===== src/rtl/bram_fifo_pkg.sv =====
// Shared helpers for the BRAM-backed FIFO controller.
//   ptr_diff: modular difference of two wrap-bit pointers, masked to w bits.
package bram_fifo_pkg;

    // Entries between rd and wr pointers; pointers carry a wrap bit so the
    // result distinguishes empty (0) from full (2^(w-1)).
    function automatic logic [31:0] ptr_diff(
        input logic [31:0] wr,
        input logic [31:0] rd,
        input int unsigned w
    );
        logic [31:0] mask;
        mask = (w >= 32) ? '1 : ((32'd1 << w) - 32'd1);
        return (wr - rd) & mask;
    endfunction

endpackage


===== src/rtl/bram_fifo_obuf.sv =====
// Two-entry in-order output queue that absorbs the BRAM read latency.
//   clk, arst_n : clock, async active-low reset
//   flush       : synchronous clear (drops any capture in the same cycle)
//   cap_vld/dat : word returning from the BRAM this cycle
//   pop_rdy     : consumer ready; pop when pop_vld & pop_rdy
//   pop_vld/dat : registered head of queue
//   cnt         : entries held (0..2), used for the read-issue credit
module bram_fifo_obuf #(
    parameter int unsigned WORD_W = 32
) (
    input  logic              clk,
    input  logic              arst_n,
    input  logic              flush,
    input  logic              cap_vld,
    input  logic [WORD_W-1:0] cap_dat,
    input  logic              pop_rdy,
    output logic              pop_vld,
    output logic [WORD_W-1:0] pop_dat,
    output logic [1:0]        cnt
);

    logic              vld0, vld1;
    logic [WORD_W-1:0] dat0, dat1;
    logic              pop;

    assign pop     = vld0 & pop_rdy;
    assign pop_vld = vld0;
    assign pop_dat = dat0;
    // vld1 is only ever set while vld0 is set
    assign cnt     = {vld0 & vld1, vld0 ^ vld1};

    // Queue update; a capture and a pop in the same cycle are both honoured
    always_ff @(posedge clk or negedge arst_n) begin
        if (!arst_n) begin
            vld0 <= 1'b0;
            vld1 <= 1'b0;
            dat0 <= '0;
            dat1 <= '0;
        end else if (flush) begin
            vld0 <= 1'b0;
            vld1 <= 1'b0;
        end else if (pop) begin
            if (vld1) begin
                dat0 <= dat1;
                if (cap_vld) begin
                    dat1 <= cap_dat;
                end else begin
                    vld1 <= 1'b0;
                end
            end else if (cap_vld) begin
                dat0 <= cap_dat;
            end else begin
                vld0 <= 1'b0;
            end
        end else if (cap_vld) begin
            if (!vld0) begin
                dat0 <= cap_dat;
                vld0 <= 1'b1;
            end else begin
                dat1 <= cap_dat;
                vld1 <= 1'b1;
            end
        end
    end

endmodule


===== src/rtl/bram_fifo_ctl.sv =====
// Synchronous FIFO controller driving an external dual-port BRAM.
// Port A writes pushed words, port B prefetches into a 2-entry output queue.
//   clk, arst_n          : clock, async active-low reset
//   flush                : synchronous clear of all contents
//   push_vld/dat/rdy     : write handshake
//   pop_vld/dat/rdy      : read handshake (registered head)
//   bram_cea/addra/dina  : BRAM port A (write only, bram_rnwa = 0)
//   bram_ceb/addrb/doutb : BRAM port B (read only, bram_rnwb = 1, 1-cycle latency)
//   occupancy/empty/full : status; full reflects the BRAM array only
module bram_fifo_ctl
    import bram_fifo_pkg::*;
#(
    parameter  int unsigned WORD_W  = 32,
    parameter  int unsigned WORDS_N = 256,
    localparam int unsigned ADDR_W  = $clog2(WORDS_N),
    localparam int unsigned CNT_W   = $clog2(WORDS_N + 2) + 1
) (
    input  logic              clk,
    input  logic              arst_n,
    input  logic              flush,
    input  logic              push_vld,
    input  logic [WORD_W-1:0] push_dat,
    output logic              push_rdy,
    output logic              pop_vld,
    output logic [WORD_W-1:0] pop_dat,
    input  logic              pop_rdy,
    output logic              bram_cea,
    output logic [ADDR_W-1:0] bram_addra,
    output logic [WORD_W-1:0] bram_dina,
    output logic              bram_rnwa,
    output logic              bram_ceb,
    output logic [ADDR_W-1:0] bram_addrb,
    output logic              bram_rnwb,
    input  logic [WORD_W-1:0] bram_doutb,
    output logic [CNT_W-1:0]  occupancy,
    output logic              empty,
    output logic              full
);

    localparam int unsigned PTR_W = ADDR_W + 1;

    logic [PTR_W-1:0] wr_ptr, rd_ptr;
    logic [PTR_W-1:0] bram_cnt;
    logic             inflight;
    logic [CNT_W-1:0] occ_q;
    logic [1:0]       obuf_cnt;
    logic             full_c;
    logic             push_acc, pop_hs, pop_acc, rd_issue;

    assign bram_cnt = PTR_W'(ptr_diff(32'(wr_ptr), 32'(rd_ptr), PTR_W));
    assign full_c   = (bram_cnt == PTR_W'(WORDS_N));

    assign push_rdy = ~full_c;
    assign full     = full_c;
    assign push_acc = push_vld & ~full_c & ~flush;
    assign pop_hs   = pop_vld & pop_rdy;
    assign pop_acc  = pop_hs & ~flush;

    // Prefetch when BRAM has data and the queue (plus the read in flight)
    // has room, counting the slot freed by a pop this cycle. bram_cnt != 0
    // means the head entry was written in an earlier cycle, so the read
    // address never equals this cycle's write address.
    assign rd_issue = ~flush & (bram_cnt != '0) &
                      ((3'(obuf_cnt) + 3'(inflight)) < (3'd2 + 3'(pop_hs)));

    // Write port: combinational from the push handshake, forced idle in reset
    assign bram_cea   = push_acc & arst_n;
    assign bram_addra = wr_ptr[ADDR_W-1:0];
    assign bram_dina  = bram_cea ? push_dat : '0;
    assign bram_rnwa  = 1'b0;

    assign bram_ceb   = rd_issue;
    assign bram_addrb = rd_ptr[ADDR_W-1:0];
    assign bram_rnwb  = 1'b1;

    assign occupancy = occ_q;
    assign empty     = (occ_q == '0);

    // Pointers, in-flight flag and occupancy
    always_ff @(posedge clk or negedge arst_n) begin
        if (!arst_n) begin
            wr_ptr   <= '0;
            rd_ptr   <= '0;
            inflight <= 1'b0;
            occ_q    <= '0;
        end else if (flush) begin
            wr_ptr   <= '0;
            rd_ptr   <= '0;
            inflight <= 1'b0;
            occ_q    <= '0;
        end else begin
            if (push_acc) begin
                wr_ptr <= wr_ptr + PTR_W'(1);
            end
            if (rd_issue) begin
                rd_ptr <= rd_ptr + PTR_W'(1);
            end
            inflight <= rd_issue;
            unique case ({push_acc, pop_acc})
                2'b10:   occ_q <= occ_q + CNT_W'(1);
                2'b01:   occ_q <= occ_q - CNT_W'(1);
                default: occ_q <= occ_q;
            endcase
        end
    end

    bram_fifo_obuf #(
        .WORD_W (WORD_W)
    ) u_obuf (
        .clk     (clk),
        .arst_n  (arst_n),
        .flush   (flush),
        .cap_vld (inflight),
        .cap_dat (bram_doutb),
        .pop_rdy (pop_rdy),
        .pop_vld (pop_vld),
        .pop_dat (pop_dat),
        .cnt     (obuf_cnt)
    );

endmodule


===== config.mk =====
export PLATFORM = sky130hd
export DESIGN_NAME = bram_fifo_ctl
export DESIGN_NICKNAME = d
export VERILOG_FILES = /design/src/rtl/bram_fifo_pkg.sv /design/src/rtl/bram_fifo_obuf.sv /design/src/rtl/bram_fifo_ctl.sv
export SDC_FILE = /design/constraint.sdc
export NUM_CORES = 1
export LEC_CHECK = 0
export BUFFER_PORTS_ARGS = -buffer_cell sky130_fd_sc_hd__buf_2
export CORE_ASPECT_RATIO = 0.7
export CORE_MARGIN = 5
export CORE_UTILIZATION = 32
export DETAILED_ROUTE_END_ITERATION = 6
export PLACE_DENSITY = 0.61
export SLEW_MARGIN = 20
export SYNTH_ARGS = -nofsm -noshare
export SYNTH_HDL_FRONTEND = slang
export SYNTH_SLANG_ARGS = --single-unit

===== constraint.sdc =====
create_clock -name clk -period 7.1 [get_ports clk]
set_clock_uncertainty 0.15 [all_clocks]
set_input_delay 1.775 -clock clk [delete_from_list [all_inputs] [get_ports clk]]
set_output_delay 1.775 -clock clk [all_outputs]
set_load 0.01 [all_outputs]

Word level (Yosys, flattened, before mapping)
Cells that the tools add are included.
{"block": "totals", "regBits": 95, "input_bits": 69}
{"block": "classes", "n_addsub": 7, "magnitude_cmp": 1, "n_eq_ne": 8, "n_mux": 28, "bitwise_logic": 11, "n_reduce_logical": 14}
{"operator": "32-bit two-way mux", "count": 10}
{"operator": "9-bit two-way mux", "count": 4}
{"operator": "10-bit one-hot mux with 2 select lines", "count": 1}
{"operator": "9-bit by 1-bit adder with 9-bit output, second input constant", "count": 2}
{"operator": "1-bit two-way mux", "count": 12}
{"operator": "10-bit by 1-bit adder with 10-bit output, second input constant", "count": 1}
{"operator": "10-bit logical NOT", "count": 1}
{"operator": "10-bit two-way mux", "count": 1}
{"operator": "2-bit nonzero test", "count": 5}
{"operator": "10-bit by 1-bit subtractor with 10-bit output, second input constant", "count": 1}
{"operator": "9-bit == test, second input constant", "count": 1}
{"operator": "3-bit nonzero test", "count": 3}
{"operator": "9-bit nonzero test", "count": 1}
{"operator": "9-bit subtractor", "count": 1}
{"operator": "1-bit bitwise AND", "count": 8}
{"operator": "3-bit != test, second input constant", "count": 2}
{"operator": "5-bit AND reduction", "count": 1}
{"operator": "2-bit != test, second input constant", "count": 2}
{"operator": "4-bit AND reduction", "count": 1}
{"operator": "2-bit by 1-bit adder with 3-bit output", "count": 1}
{"operator": "2-bit by 1-bit adder with 3-bit output, first input constant", "count": 1}
{"operator": "3-bit < comparator", "count": 1}
{"operator": "3-bit AND reduction", "count": 1}
{"operator": "2-bit by 1-bit == test with 1-bit output, second input constant", "count": 1}
{"operator": "other kinds (5)", "count": 6}

Logic depth before layout (Yosys ltp)
Gate-level depths: netlist of the first run.
{"block": "depth", "depth_word": 8, "depth_mapped": 18, "mapped_depth_nobuf": 17}

Hierarchy
A second synthesis of the first run with hierarchy kept.
{"block": "hier_totals", "cells_unflattened": 472, "hier_area_um2": 5715.5}
{"mod": "bram_fifo_obuf", "n_inst": 1, "cells_each": 184, "area_each_um2": 3169.3, "seq_area_each_um2": 1651.6}
{"mod": "bram_fifo_ctl", "n_inst": 1, "cells_each": 288, "area_each_um2": 2546.2, "seq_area_each_um2": 725.7}

Worst setup path before layout of the first run
No wires, ideal clock.
{"block": "synth_timing", "kind": "input to register", "from": "input pop_rdy", "to": "register occ_q[9] (netlist: occupancy[9])", "setup_ns": 0.124, "t_arrival_ns": 4.792, "required_ns": 6.826, "path_slack_ns": 2.034, "path_stages": 13, "n_path_buf": 1, "path_cell_list": "nand2_1 o41a_1 buf_2 or2_2 inv_1 ha_1 a21oi_1 o21ai_0 a2111oi_0 o31a_1 nor3_1 mux2_2 a211o_1"}
{"block": "synth_via", "elab_chain_len": 5, "word_cells_on_any_way": 7, "classes_between": "2 x eq/ne; 2 x mux; 2 x bitwise; 1 x reduce/logical"}
{"item": "from (decl)", "line_no": "bram_fifo_ctl.sv:26", "text": "input logic pop_rdy,"}
{"item": "1-bit bitwise AND (*)", "line_no": "bram_fifo_ctl.sv:56", "text": "assign pop_hs = pop_vld & pop_rdy;"}
{"item": "1-bit bitwise AND (*)", "line_no": "bram_fifo_ctl.sv:57", "text": "assign pop_acc = pop_hs & ~flush;"}
{"item": "2-bit by 1-bit == test with 1-bit output / 2-bit == test (equally long branches)", "line_no": "bram_fifo_ctl.sv:99", "text": "unique case ({push_acc, pop_acc})"}
{"item": "10-bit one-hot mux with 2 select lines", "line_no": "bram_fifo_ctl.sv:99"}
{"item": "10-bit two-way mux", "line_no": "bram_fifo_ctl.sv:86", "text": "end else if (flush) begin"}
{"item": "to (signal assigned)", "line_no": "bram_fifo_ctl.sv:100", "text": "2'b10: occ_q <= occ_q + CNT_W'(1);"}
{"item": "to (signal assigned)", "line_no": "bram_fifo_ctl.sv:101", "text": "2'b01: occ_q <= occ_q - CNT_W'(1);"}
{"item": "to (signal assigned)", "line_no": "bram_fifo_ctl.sv:102", "text": "default: occ_q <= occ_q;"}
{"item": "to (decl)", "line_no": "bram_fifo_ctl.sv:45", "text": "logic [CNT_W-1:0] occ_q;"}
Every way passes the cells marked *; elsewhere a longest branch is shown, timed or not.
A chain may end at the register's enable or synchronous reset.

Worst setup path after layout of the first run
{"block": "layout_timing", "from": "register rd_ptr[3]", "to": "output bram_dina[14]"}
{"block": "layout_via", "elab_chain_len": 7}
{"item": "from (decl)", "line_no": "bram_fifo_ctl.sv:42", "text": "logic [PTR_W-1:0] wr_ptr, rd_ptr;"}
{"item": "from (signal assigned)", "line_no": "bram_fifo_ctl.sv:96", "text": "rd_ptr <= rd_ptr + PTR_W'(1);"}
{"item": "9-bit subtractor", "line_no": "bram_fifo_pkg.sv:14", "text": "return (wr - rd) & mask;"}
{"item": "9-bit == test", "line_no": "bram_fifo_ctl.sv:51", "text": "assign full_c = (bram_cnt == PTR_W'(WORDS_N));"}
{"item": "1-bit NOT", "line_no": "bram_fifo_ctl.sv:55", "text": "assign push_acc = push_vld & ~full_c & ~flush;"}
{"item": "1-bit bitwise AND (2 in series)", "line_no": "bram_fifo_ctl.sv:55"}
{"item": "1-bit bitwise AND", "line_no": "bram_fifo_ctl.sv:67", "text": "assign bram_cea = push_acc & arst_n;"}
{"item": "32-bit two-way mux", "line_no": "bram_fifo_ctl.sv:69", "text": "assign bram_dina = bram_cea ? push_dat : '0;"}
{"item": "to (decl)", "line_no": "bram_fifo_ctl.sv:29", "text": "output logic [WORD_W-1:0] bram_dina,"}
No other way between the ends.

==> summary.txt, run 1 <==
Worst setup path
  – Crit-path max FO: 33
  – R2r setup slk: roughly 1.7 ns
  – Reg-to-Reg End: occupancy[9]$_DFFE_PN0P_
  – Worst setup path class: flop to primary output
  – CP endpoint kind: primary output
  – CP dominant cell by count: o21ai_0
  – Reg-to-reg startpoint: rd_ptr[3]$_DFFE_PN0P_
  – Setup crit end: bram_dina[14]
  – Worst Setup Start Kind: flop
  – Largest stage delay, worst path: roughly 0.71 ns
  – CP max-delay cell: nor3b_4
  – Crit-path cells: inv_1 -> ha_1 -> o21ai_0 -> a21oi_1 -> o21ai_0 -> a221oi_4 -> o31ai_2 -> buf_4 -> nor3b_4 -> and2_1 -> buf_2
  – Setup crit start: rd_ptr[3]$_DFFE_PN0P_
  – Worst Path Arrival: about 3.6 ns
  – FF-to-FF path depth: 16
  – Critical Path RT: slightly above 5 ns

Detailed routing
  – Vias: about 4300
  – Antenna-violating nets left: 0
  – Drt first-iter violations: approximately 190
  – Per-cell routed wire length: between 10 and 15 µm
  – DRC violations left: 0
  – Drt first pass iters: 4
  – Total Wirelength: 13200 µm
  – Vias per cell: ~4.8

Floorplan
  – Die Width: ~170 µm
  – IO Count: approximately 170
  – Die Ht: between 100 and 150 µm
  – Starting Density: 0.329
  – Die area: slightly below 20000 µm²
  – # rows: 39
  – Core ar.: around 16000 µm²

STA
  – Peak Freq: ~0.18 GHz
  – Final Cycle Share: 0.779
  – Relative slew slack: 0.386
  – Slew Limit Fails: 0
  – Min Tclk post-route: between 5 and 6 ns
  – Final setup fails: 0
  – Endpoints failing hold: 0
  – RSZ-0062 raised after global routing: no
  – Fin Setup TNS: 0 ns
  – Worst slew pin tran: 0.898 ns

Run
  – Maxcap violations: 0

Yosys
  – Unique masters post-synth: between 50 and 60
  – Area share of the largest cell type after synthesis: 0.438
  – Synth top cells by count: dfrtp_1 (95), a21oi_1 (54), nor2_1 (54)
  – Synth Flop Type: dfrtp_1
  – Ys async rst share: 1.00
  – Cells after Synth: about 530
  – Synth Area per Inst: roughly 10 µm²
  – Synthesized cell area: between 5000 and 6000 µm²
  – Yosys warnings: 0
  – Largest cells by area after synthesis: dfrtp_1 (44%), mux2_2 (7.5%), mux2i_1 (6.5%)
  – Register bit total from synthesis: 95
  – Syn Nets: approximately 600
  – Post-synth top area cell: dfrtp_1
  – Register area share after synthesis: 0.438
  – EDFF count, synth: 0
  – Top-count cell post-synth: dfrtp_1

Clock network
  – Post_cts resized: 0
  – Clk pin slew, worst setup/hold paths: 0.07 ns
  – Clk Latency, worst-skew pair: ~0.34 ns
  – CTS Buf Count: 9
  – Post-CTS Hold Fix Bufs: 0
  – CTS Sinks: between 90 and 100
  – CTS tree: yes
  – H-Tree Depth: 3
  – Largest buffer count on any clock path: 2
  – Clock Root Buffer: clkbuf_16
  – Post-CTS setup buffer count: 0

Place
  – Port bufs: ~160
  – GPL Wtd Cong: about 0.84
  – Hpwl dp: just under 10000 µm
  – Placed Area: between 6000 and 7000 µm²

Layout
  – Share of cells above drive strength 1: 0.355
  – Nets@finish: around 760
  – Layout area overhead: 22.4%
  – Post-route cell area: 6640 µm²
  – Antenna Cells: 0

Global routing
  – Largest net degree at the start of global routing: 66
  – Overflow after GRT: 0
  – Grt met3 use: 0.0517
  – Initial antenna violation count: 1
  – GR Util met1: 0.190
  – Grt peak-use layer: met2
  – Number of global-route vias before repair: 4276
  – First-pass GRT wire length: approximately 22000 µm
  – Grt met2 use: 0.205
  – GRT Util Overall: 0.137

Pwr
  – Leak: around 3.4 nW
  – PwrDens: 283 nW/µm²
  – Maximum vdd ir drop: approximately 0.12 mV

Outcome
  – Status: complete, no violations

Hold path
  – Worst Hold Class: flop to flop
-- kinds of logic after synthesis --
kind of cell	Yosys count	synth area share
AND/OR/NAND/NOR	152	0.151
multiplexers	72	0.141
adder cells (fa/ha/maj)	23	0.0558
other	2	0.00138
buffers and inverters	65	0.0602
XOR/XNOR	11	0.0178
flip-flops	95	0.438
AO/OA/AOI/OAI	106	0.134
-- layout make-up --
| class | instances | area (µm²) |
|---|---|---|
| Clock buffer | 9 | 225 |
| Clock inverter | 7 | 62.6 |
| Fill cell | 1675 | 9860 |
| Inverter | 21 | 78.8 |
| Multi-Input combinational cell | 366 | 2740 |
| Sequential cell | 95 | 2380 |
| Tap cell | 225 | 282 |
| Timing Repair Buffer | 170 | 868 |
-- through the flow --
stage               std cells  hold WS, ns  utilization  total power, W  worst slack (ns)
floorplan                 526        0.329            -         0.00122              2.03
global placement          877        0.335        0.385         0.00141              1.49
detailed placement        877        0.342        0.385         0.00143              1.44
CTS                       893        0.359        0.402         0.00191              1.53
global route              893        0.372        0.402         0.00202              1.22
finish                    893        0.354        0.402         0.00188              1.57
-- worst min-delay path by stage --
stage                                           start  cells past startpoint                          end  slack, ns
after global placement     u_obuf.dat1[9]$_DFFE_PN0P_                      1   u_obuf.dat1[9]$_DFFE_PN0P_       0.33
after detailed placement   u_obuf.dat1[9]$_DFFE_PN0P_                      1   u_obuf.dat1[9]$_DFFE_PN0P_       0.34
after global routing      u_obuf.dat1[23]$_DFFE_PN0P_                      1  u_obuf.dat1[23]$_DFFE_PN0P_       0.37
after floorplan            u_obuf.dat1[0]$_DFFE_PN0P_                      1   u_obuf.dat1[0]$_DFFE_PN0P_       0.33
final                      u_obuf.dat1[9]$_DFFE_PN0P_                      1   u_obuf.dat1[9]$_DFFE_PN0P_       0.35
after CTS                  u_obuf.dat1[9]$_DFFE_PN0P_                      1   u_obuf.dat1[9]$_DFFE_PN0P_       0.36
-- worst max-delay path: cells and delay by family (launching register included) --
family / cells / cell delay (ns)
compound gates: 5 / 1.09
fa+ha+maj: 1 / 0.35
buf+inv: 3 / 0.43
flops: 1 / 0.46
simple gates: 2 / 0.93
-- power by group --
group          leakage, nW  internal, W  switching [W]  total [W]
sequential            1.17     0.000716       0.000104   0.000820
combinational         2.06     0.000275       0.000309   0.000584
clock                0.133     0.000245       0.000228   0.000473
total                 3.36      0.00124       0.000641    0.00188
-- placed cells by master (no fill, tap or decap), types with 9 or more instances in the layout --
cell type	n
mux2i_1	35
clkbuf_16	9
and2_1	33
buf_2	163
inv_1	21
mux2_2	36
nor2_1	54
a21oi_1	54
o31ai_1	11
ha_1	21
dfrtp_1	95
or3_1	10
o21ai_0	13
-- per-layer routing --
layer / routed length [µm] / part of all wire / vias up
li1: - / - / 2121
met1: 6620 / 0.50 / 1998
met2: 5510 / 0.42 / 145
met3: 926 / 0.070 / 12
met4: 114 / 0.0087 / 2
met5: 7 / 0.00053 / -
-- sequential cells by signal, summed over array words and instances, names as in the netlist --
signal,flops
inflight,1
occupancy,10
rd_ptr,9
u_obuf.dat1,32
u_obuf.pop_dat,32
u_obuf.pop_vld,1
u_obuf.vld1,1
wr_ptr,9
Power figures use the tool's default switching activity.
==> run 2, diff against run 1 <==
--- a/config.mk
+++ b/config.mk
@@ -10,7 +10,7 @@
 export CORE_MARGIN = 5
 export CORE_UTILIZATION = 32
 export DETAILED_ROUTE_END_ITERATION = 6
-export PLACE_DENSITY = 0.61
+export PLACE_DENSITY = 0.63
 export SLEW_MARGIN = 20
 export SYNTH_ARGS = -nofsm -noshare
 export SYNTH_HDL_FRONTEND = slang
==> constraint.sdc (replaced) <==
create_clock -name clk -period 4.7 [get_ports clk]
set_clock_uncertainty 0.15 [all_clocks]
set_input_delay 1.175 -clock clk [delete_from_list [all_inputs] [get_ports clk]]
set_output_delay 1.175 -clock clk [all_outputs]
set_load 0.01 [all_outputs]
==> run 2 against run 1 <==
  * Setup slack worse by 1.3 ns
  * Global-route usage up 0.23 points
  * Count of clock-buffer cells in the layout unchanged
  * Die area unchanged
  * Sequential power up 50%
  * First-iteration DRC count up 2.7%
  * Clock power up 52%
  * Routed wire length up 3.1%
  * Sequential cell count unchanged
  * Critical path depth up 6
  * Via count up 1.6%
  * Non-clock buffer count up 16
==> summary.txt, run 2 (synthesis gave the netlist of run 1 again) <==
Global routing
  – Largest net degree at the start of global routing: 54
  – Initial antenna violation count: 0
  – Number of global-route vias before repair: approximately 4300
  – GRT Util Overall: 0.139
  – First-pass GRT wire length: 22800 µm
  – Overflow after GRT: 0

Worst setup path
  – Crit-path max FO: 5
  – Critical Path RT: between 4 and 5 ns
  – Worst Path Arrival: 4.51 ns
  – CP endpoint kind: flop
  – Worst Setup Start Kind: flop
  – Worst setup path class: flop to flop

Floorplan
  – IO Count: 167
  – Core ar.: 16500 µm²
  – Die Ht: around 120 µm
  – Starting Density: 0.329
  – # rows: 39
  – Die Width: ~170 µm
  – Die area: ~20000 µm²

Pwr
  – PwrDens: 425 nW/µm²
  – Switching pwr: a little under 0.001 W
  – Switching Fraction: 0.343
  – Leak: between 3 and 4 nW
  – Seq pwr share: 0.427
  – Maximum vdd ir drop: roughly 0.17 mV
  – Combinational Power Share: 0.324
  – Clock power share: 0.249
  – Cell internal pwr: approximately 0.0019 W

Place
  – GPL Wtd Cong: 0.874
  – Setup WS pre-CTS: around 0.19 ns
  – Hpwl dp: approximately 10000 µm
  – Port bufs: about 160

STA
  – Endpoints failing hold: 0
  – Setup WS post-layout: roughly 0.27 ns
  – Final hold slack: roughly 0.35 ns
  – Final Cycle Share: 0.943
  – Worst slew pin tran: ~0.78 ns
  – Final setup fails: 0
  – Fin Setup TNS: 0 ns
  – RSZ-0062 raised after global routing: no
  – Relative slew slack: 0.477
  – Min Tclk post-route: between 4 and 5 ns
  – Peak Freq: approximately 0.23 GHz
  – Slew Limit Fails: 0

Clock network
  – CTS Buf Count: 9
  – Clock Root Buffer: clkbuf_16
  – Largest buffer count on any clock path: 2
  – CTS tree: yes
  – Post-CTS Hold Fix Bufs: 0
  – H-Tree Depth: 3
  – Clk Latency, worst-skew pair: between 0.3 and 0.4 ns
  – CTS Sinks: 95
  – Clk pin slew, worst setup/hold paths: about 0.070 ns

Layout
  – Final core utilization: 0.411
  – Most frequent cells in the layout: buf_2 (163), dfrtp_1 (95), nor2_1 (54)
  – Nets@finish: 771
  – Layout area overhead: 25.0%
  – Commonest non-fill, non-tap cell in the layout: buf_2
  – Area of the multi-input gates: about 2800 µm²
  – Reg area: roughly 2400 µm²
  – Share of cells above drive strength 1: 0.374
  – Fill cell count: between 1500 and 2000

Outcome
  – Status: complete, no violations

Detailed routing
  – Drt first pass iters: 4
  – DRC violations left: 0
  – Drt first-iter violations: 192
  – Antenna-violating nets left: 0
  – Vias: 4348
  – Vias per cell: 4.78
  – Per-cell routed wire length: ~15 µm
  – Total Wirelength: 13600 µm

Hold path
  – Worst Hold Class: flop to flop

Run
  – Maxcap violations: 0
## run 2: cell types whose count changed in the layout (fill, tap and decap cells not counted), sizes merged
cell and delta:
diode +1, clkinvlp -3, buf +16, clkinv +3
## run 2: worst paths after layout
path / to / cells after the start / slack [ns] / start
setup / recovery: occupancy[9]$_DFFE_PN0P_ / 17 / 0.27 / rd_ptr[4]$_DFFE_PN0P_
hold / removal: u_obuf.dat1[5]$_DFFE_PN0P_ / 1 / 0.35 / u_obuf.dat1[5]$_DFFE_PN0P_
setup reg to reg: occupancy[9]$_DFFE_PN0P_ / 17 / 0.27 / rd_ptr[4]$_DFFE_PN0P_
hold reg to reg: u_obuf.dat1[5]$_DFFE_PN0P_ / 1 / 0.35 / u_obuf.dat1[5]$_DFFE_PN0P_
max in group asynchronous: u_obuf.dat1[5]$_DFFE_PN0P_ / 3 / 2.49 / arst_n
min in group asynchronous: occupancy[9]$_DFFE_PN0P_ / 2 / 0.80 / arst_n
## run 2: what timing repair did
action                                  4_1_cts  5_1_grt
gates resized for setup                       0        5
setup buffers                                 0        1
endpoints found under the setup margin        0        1
## run 2: power groups by stage
stage                     Combinational [W]  Sequential [W]  Clock, W
after floorplan                    0.000562         0.00128         0
after global placement             0.000922         0.00124         0
after detailed placement           0.000942         0.00125         0
after CTS                          0.000943         0.00124  0.000751
after global routing                0.00104         0.00127  0.000777
final                              0.000932         0.00123  0.000717
## run 2: area by class of cell
| type | count | share of cell area |
|---|---|---|
| inverters | 21 | 0.0116 |
| well taps | 225 | 0.0415 |
| clock buffers | 9 | 0.0332 |
| clock inverters | 7 | 0.00941 |
| repair buffers | 186 | 0.148 |
| flip-flops and latches | 95 | 0.351 |
| multi-input cells | 366 | 0.406 |
| diodes | 1 | 0.000369 |
## run 2: critical path, cell delays in order (launching register included)
cell and delay (ns):
dfrtp_1 0.40, inv_1 0.10, ha_2 0.38, o21a_1 0.17, o21a_1 0.13, o211a_1 0.21
o21ba_2 0.24, o41a_1 0.39, or2_2 0.30, inv_1 0.14, ha_1 0.25, a21oi_1 0.19
o21ai_1 0.13, a2111oi_2 0.42, o31a_1 0.19, nor3_1 0.05, mux2_2 0.27, a211o_1 0.22
## run 2: stage by stage
stage / std cells / power, W / cell area [µm²]
after floorplan: 526 / 0.00184 / 5430
after detailed placement: 892 / 0.00219 / 6470
final: 910 / 0.00288 / 6780
after global routing: 909 / 0.00309 / 6780
after global placement: 892 / 0.00216 / 6470
after CTS: 908 / 0.00293 / 6760
## run 2: per-layer routing
layer / share of wire / GRT usage / routed length, µm / vias to the layer above
met1: 0.49 / 0.195 / 6630 / 2025
met3: 0.078 / 0.0490 / 1060 / 9
met5: 0 / 0 / 0 / -
li1: - / - / - / 2167
met2: 0.43 / 0.211 / 5790 / 147
met4: 0.0079 / 0.0263 / 107 / 0
==> run 3, diff against run 2 <==
--- a/config.mk
+++ b/config.mk
@@ -6,11 +6,11 @@
 export NUM_CORES = 1
 export LEC_CHECK = 0
 export BUFFER_PORTS_ARGS = -buffer_cell sky130_fd_sc_hd__buf_2
-export CORE_ASPECT_RATIO = 0.7
+export CORE_ASPECT_RATIO = 1.25
 export CORE_MARGIN = 5
 export CORE_UTILIZATION = 32
+export CTS_BUF_LIST = sky130_fd_sc_hd__clkbuf_4 sky130_fd_sc_hd__clkbuf_8 sky130_fd_sc_hd__clkbuf_16
 export DETAILED_ROUTE_END_ITERATION = 6
-export PLACE_DENSITY = 0.63
 export SLEW_MARGIN = 20
 export SYNTH_ARGS = -nofsm -noshare
 export SYNTH_HDL_FRONTEND = slang
==> run 3 against run 2 <==
  * Routed wire length shrank 2.8%
  * Die area shrank 0.13%
  * Sequential power is essentially flat
  * Cell area is essentially flat
  * Global-route usage shrank 0.51 points
  * First-iteration DRC count grew 14%
  * Non-clock buffer count shrank 3
  * Largest cell class unchanged
==> summary.txt, run 3 (synthesis gave the netlist of run 1 again) <==
Outcome
  – Status: complete, no violations

Layout
  – Nets@finish: 768
  – Most frequent cells in the layout: buf_2 (163), dfrtp_1 (95), nor2_1 (54)
  – Layout area overhead: 25.0%
  – Area of the multi-input gates: ~2800 µm²
  – Fill cell count: ~1700
  – Reg area: approximately 2400 µm²
  – Share of cells above drive strength 1: 0.372
  – Commonest non-fill, non-tap cell in the layout: buf_2
  – Final Non-Filler Cells: 902
  – Final core utilization: 0.404

STA
  – Worst slew pin tran: a little under 0.7 ns
  – Peak Freq: between 0.2 and 0.25 GHz
  – Final setup fails: 0
  – Min Tclk post-route: around 4.4 ns
  – Endpoints failing hold: 0
  – Slew Limit Fails: 0
  – Relative slew slack: 0.537
  – Final Cycle Share: 0.938
  – RSZ-0062 raised after global routing: no
  – Fin Setup TNS: 0 ns

Place
  – Port bufs: ~160
  – Inst Count DP: ~900
  – Hpwl dp: around 9700 µm
  – GPL Wtd Cong: between 0.8 and 0.9

Worst setup path
  – Critical Path RT: approximately 4.8 ns
  – Worst Setup Start Kind: flop
  – FF-to-FF path depth: 17
  – Worst setup path class: flop to flop
  – Worst Path Arrival: around 4.5 ns
  – CP endpoint kind: flop
  – Crit-path max FO: 5

Detailed routing
  – Total Wirelength: ~13000 µm
  – Vias: between 4000 and 5000
  – Per-cell routed wire length: about 15 µm
  – Vias per cell: 4.71
  – Drt first pass iters: 4
  – Drt first-iter violations: ~220
  – DRC violations left: 0
  – Antenna-violating nets left: 0
  – Metal2 WL: 6670 µm
  – Metal-1 WL: approximately 5800 µm
  – WL met3: roughly 510 µm
  – Highest Signal Layer: met4

Clock network
  – Clock Root Buffer: clkbuf_16
  – Clk Latency, worst-skew pair: roughly 0.35 ns
  – CTS Buf Count: 9
  – H-Tree Depth: 3
  – CTS tree: yes
  – Largest buffer count on any clock path: 2
  – Clk pin slew, worst setup/hold paths: roughly 0.07 ns
  – CTS Sinks: 95

Floorplan
  – Die Ht: ~160 µm
  – # rows: 53
  – Die Width: 126 µm
  – Starting Density: 0.323
  – Die area: ~20000 µm²
  – Core ar.: 16800 µm²
  – IO Count: ~170

Global routing
  – First-pass GRT wire length: approximately 22000 µm
  – Initial antenna violation count: 1
  – Largest net degree at the start of global routing: 65
  – Overflow after GRT: 0
  – Number of global-route vias before repair: 4202
  – GRT Util Overall: 0.134

Pwr
  – Leak: about 3.5 nW
  – Total Power: around 0.003 W
  – PwrDens: 432 nW/µm²
  – Maximum vdd ir drop: between 0.15 and 0.2 mV

Hold path
  – Worst Hold Class: flop to flop
  – Hold path cells: 1

Run
  – Maxcap violations: 0
## run 3: changes by cell type in the layout (fill, tap and decap cells not counted), sizes merged
cell / change
buf: -3
bufinv: +1
inv: -1
## run 3: report_power, final
group          internal, W  switching (W)  total [W]  leakage (nW)
sequential         0.00108       0.000143    0.00122          1.17
clock             0.000433       0.000364   0.000797         0.160
combinational     0.000430       0.000479   0.000909          2.13
total              0.00194       0.000986    0.00293          3.45
## run 3: final cells by class
type                            instances  area share
Antenna cell                            1    0.000369
Clock buffer                            9      0.0332
Tap cell                              220      0.0406
Inverter                               21      0.0116
Multi-Input combinational cell        366       0.406
Sequential cell                        95       0.351
Timing Repair Buffer                  183       0.143
Clock inverter                          7      0.0151
## run 3: path summary, 6_finish.rpt
path                                                 start                       endpoint  slack (ns)
worst max-delay path                 rd_ptr[4]$_DFFE_PN0P_       occupancy[9]$_DFFE_PN0P_        0.29
worst min-delay path            u_obuf.dat1[5]$_DFFE_PN0P_     u_obuf.dat1[5]$_DFFE_PN0P_        0.35
worst max register to register       rd_ptr[4]$_DFFE_PN0P_       occupancy[9]$_DFFE_PN0P_        0.29
worst min register to register  u_obuf.dat1[5]$_DFFE_PN0P_     u_obuf.dat1[5]$_DFFE_PN0P_        0.35
max in group asynchronous                           arst_n    u_obuf.dat1[24]$_DFFE_PN0P_        2.55
min in group asynchronous                           arst_n  u_obuf.pop_dat[6]$_DFFE_PN0P_        0.76
## run 3: repair_timing
| item | in CTS | in global routing |
|---|---|---|
| endpoints found under the setup margin | 0 | 1 |
| gates resized for setup | 0 | 5 |
| hold buffers | 0 | 0 |
| setup buffers | 0 | 2 |
## run 3: metrics by stage
step	worst slack, ns	hold slack, ns	instance area [µm²]
floorplan	0.0551	0.329	5430
global placement	0.268	0.335	6420
detailed placement	0.174	0.342	6420
CTS	0.166	0.357	6750
global route	0.00286	0.369	6780
finish	0.291	0.353	6780
## run 3: worst max-delay path, cell delays in order (launching register included)
cell and delay, ns:
dfrtp_1 0.39, inv_1 0.09, ha_2 0.39, o21a_1 0.16, o21a_1 0.12, o211a_1 0.22, o21ba_2 0.24, o41a_1 0.39
or2_2 0.30, inv_1 0.13, ha_1 0.24, a21oi_1 0.17, o21ai_0 0.15, a2111oi_2 0.43, o31a_1 0.21, nor3_1 0.04
mux2_2 0.26, a211o_1 0.22
## run 3: metal layers
metal / vias up / GRT usage
met1: 1998 / 0.172
li1: 2143 / -
met3: 16 / 0.0209
met5: - / 0
met2: 94 / 0.225
met4: 0 / 0.0572
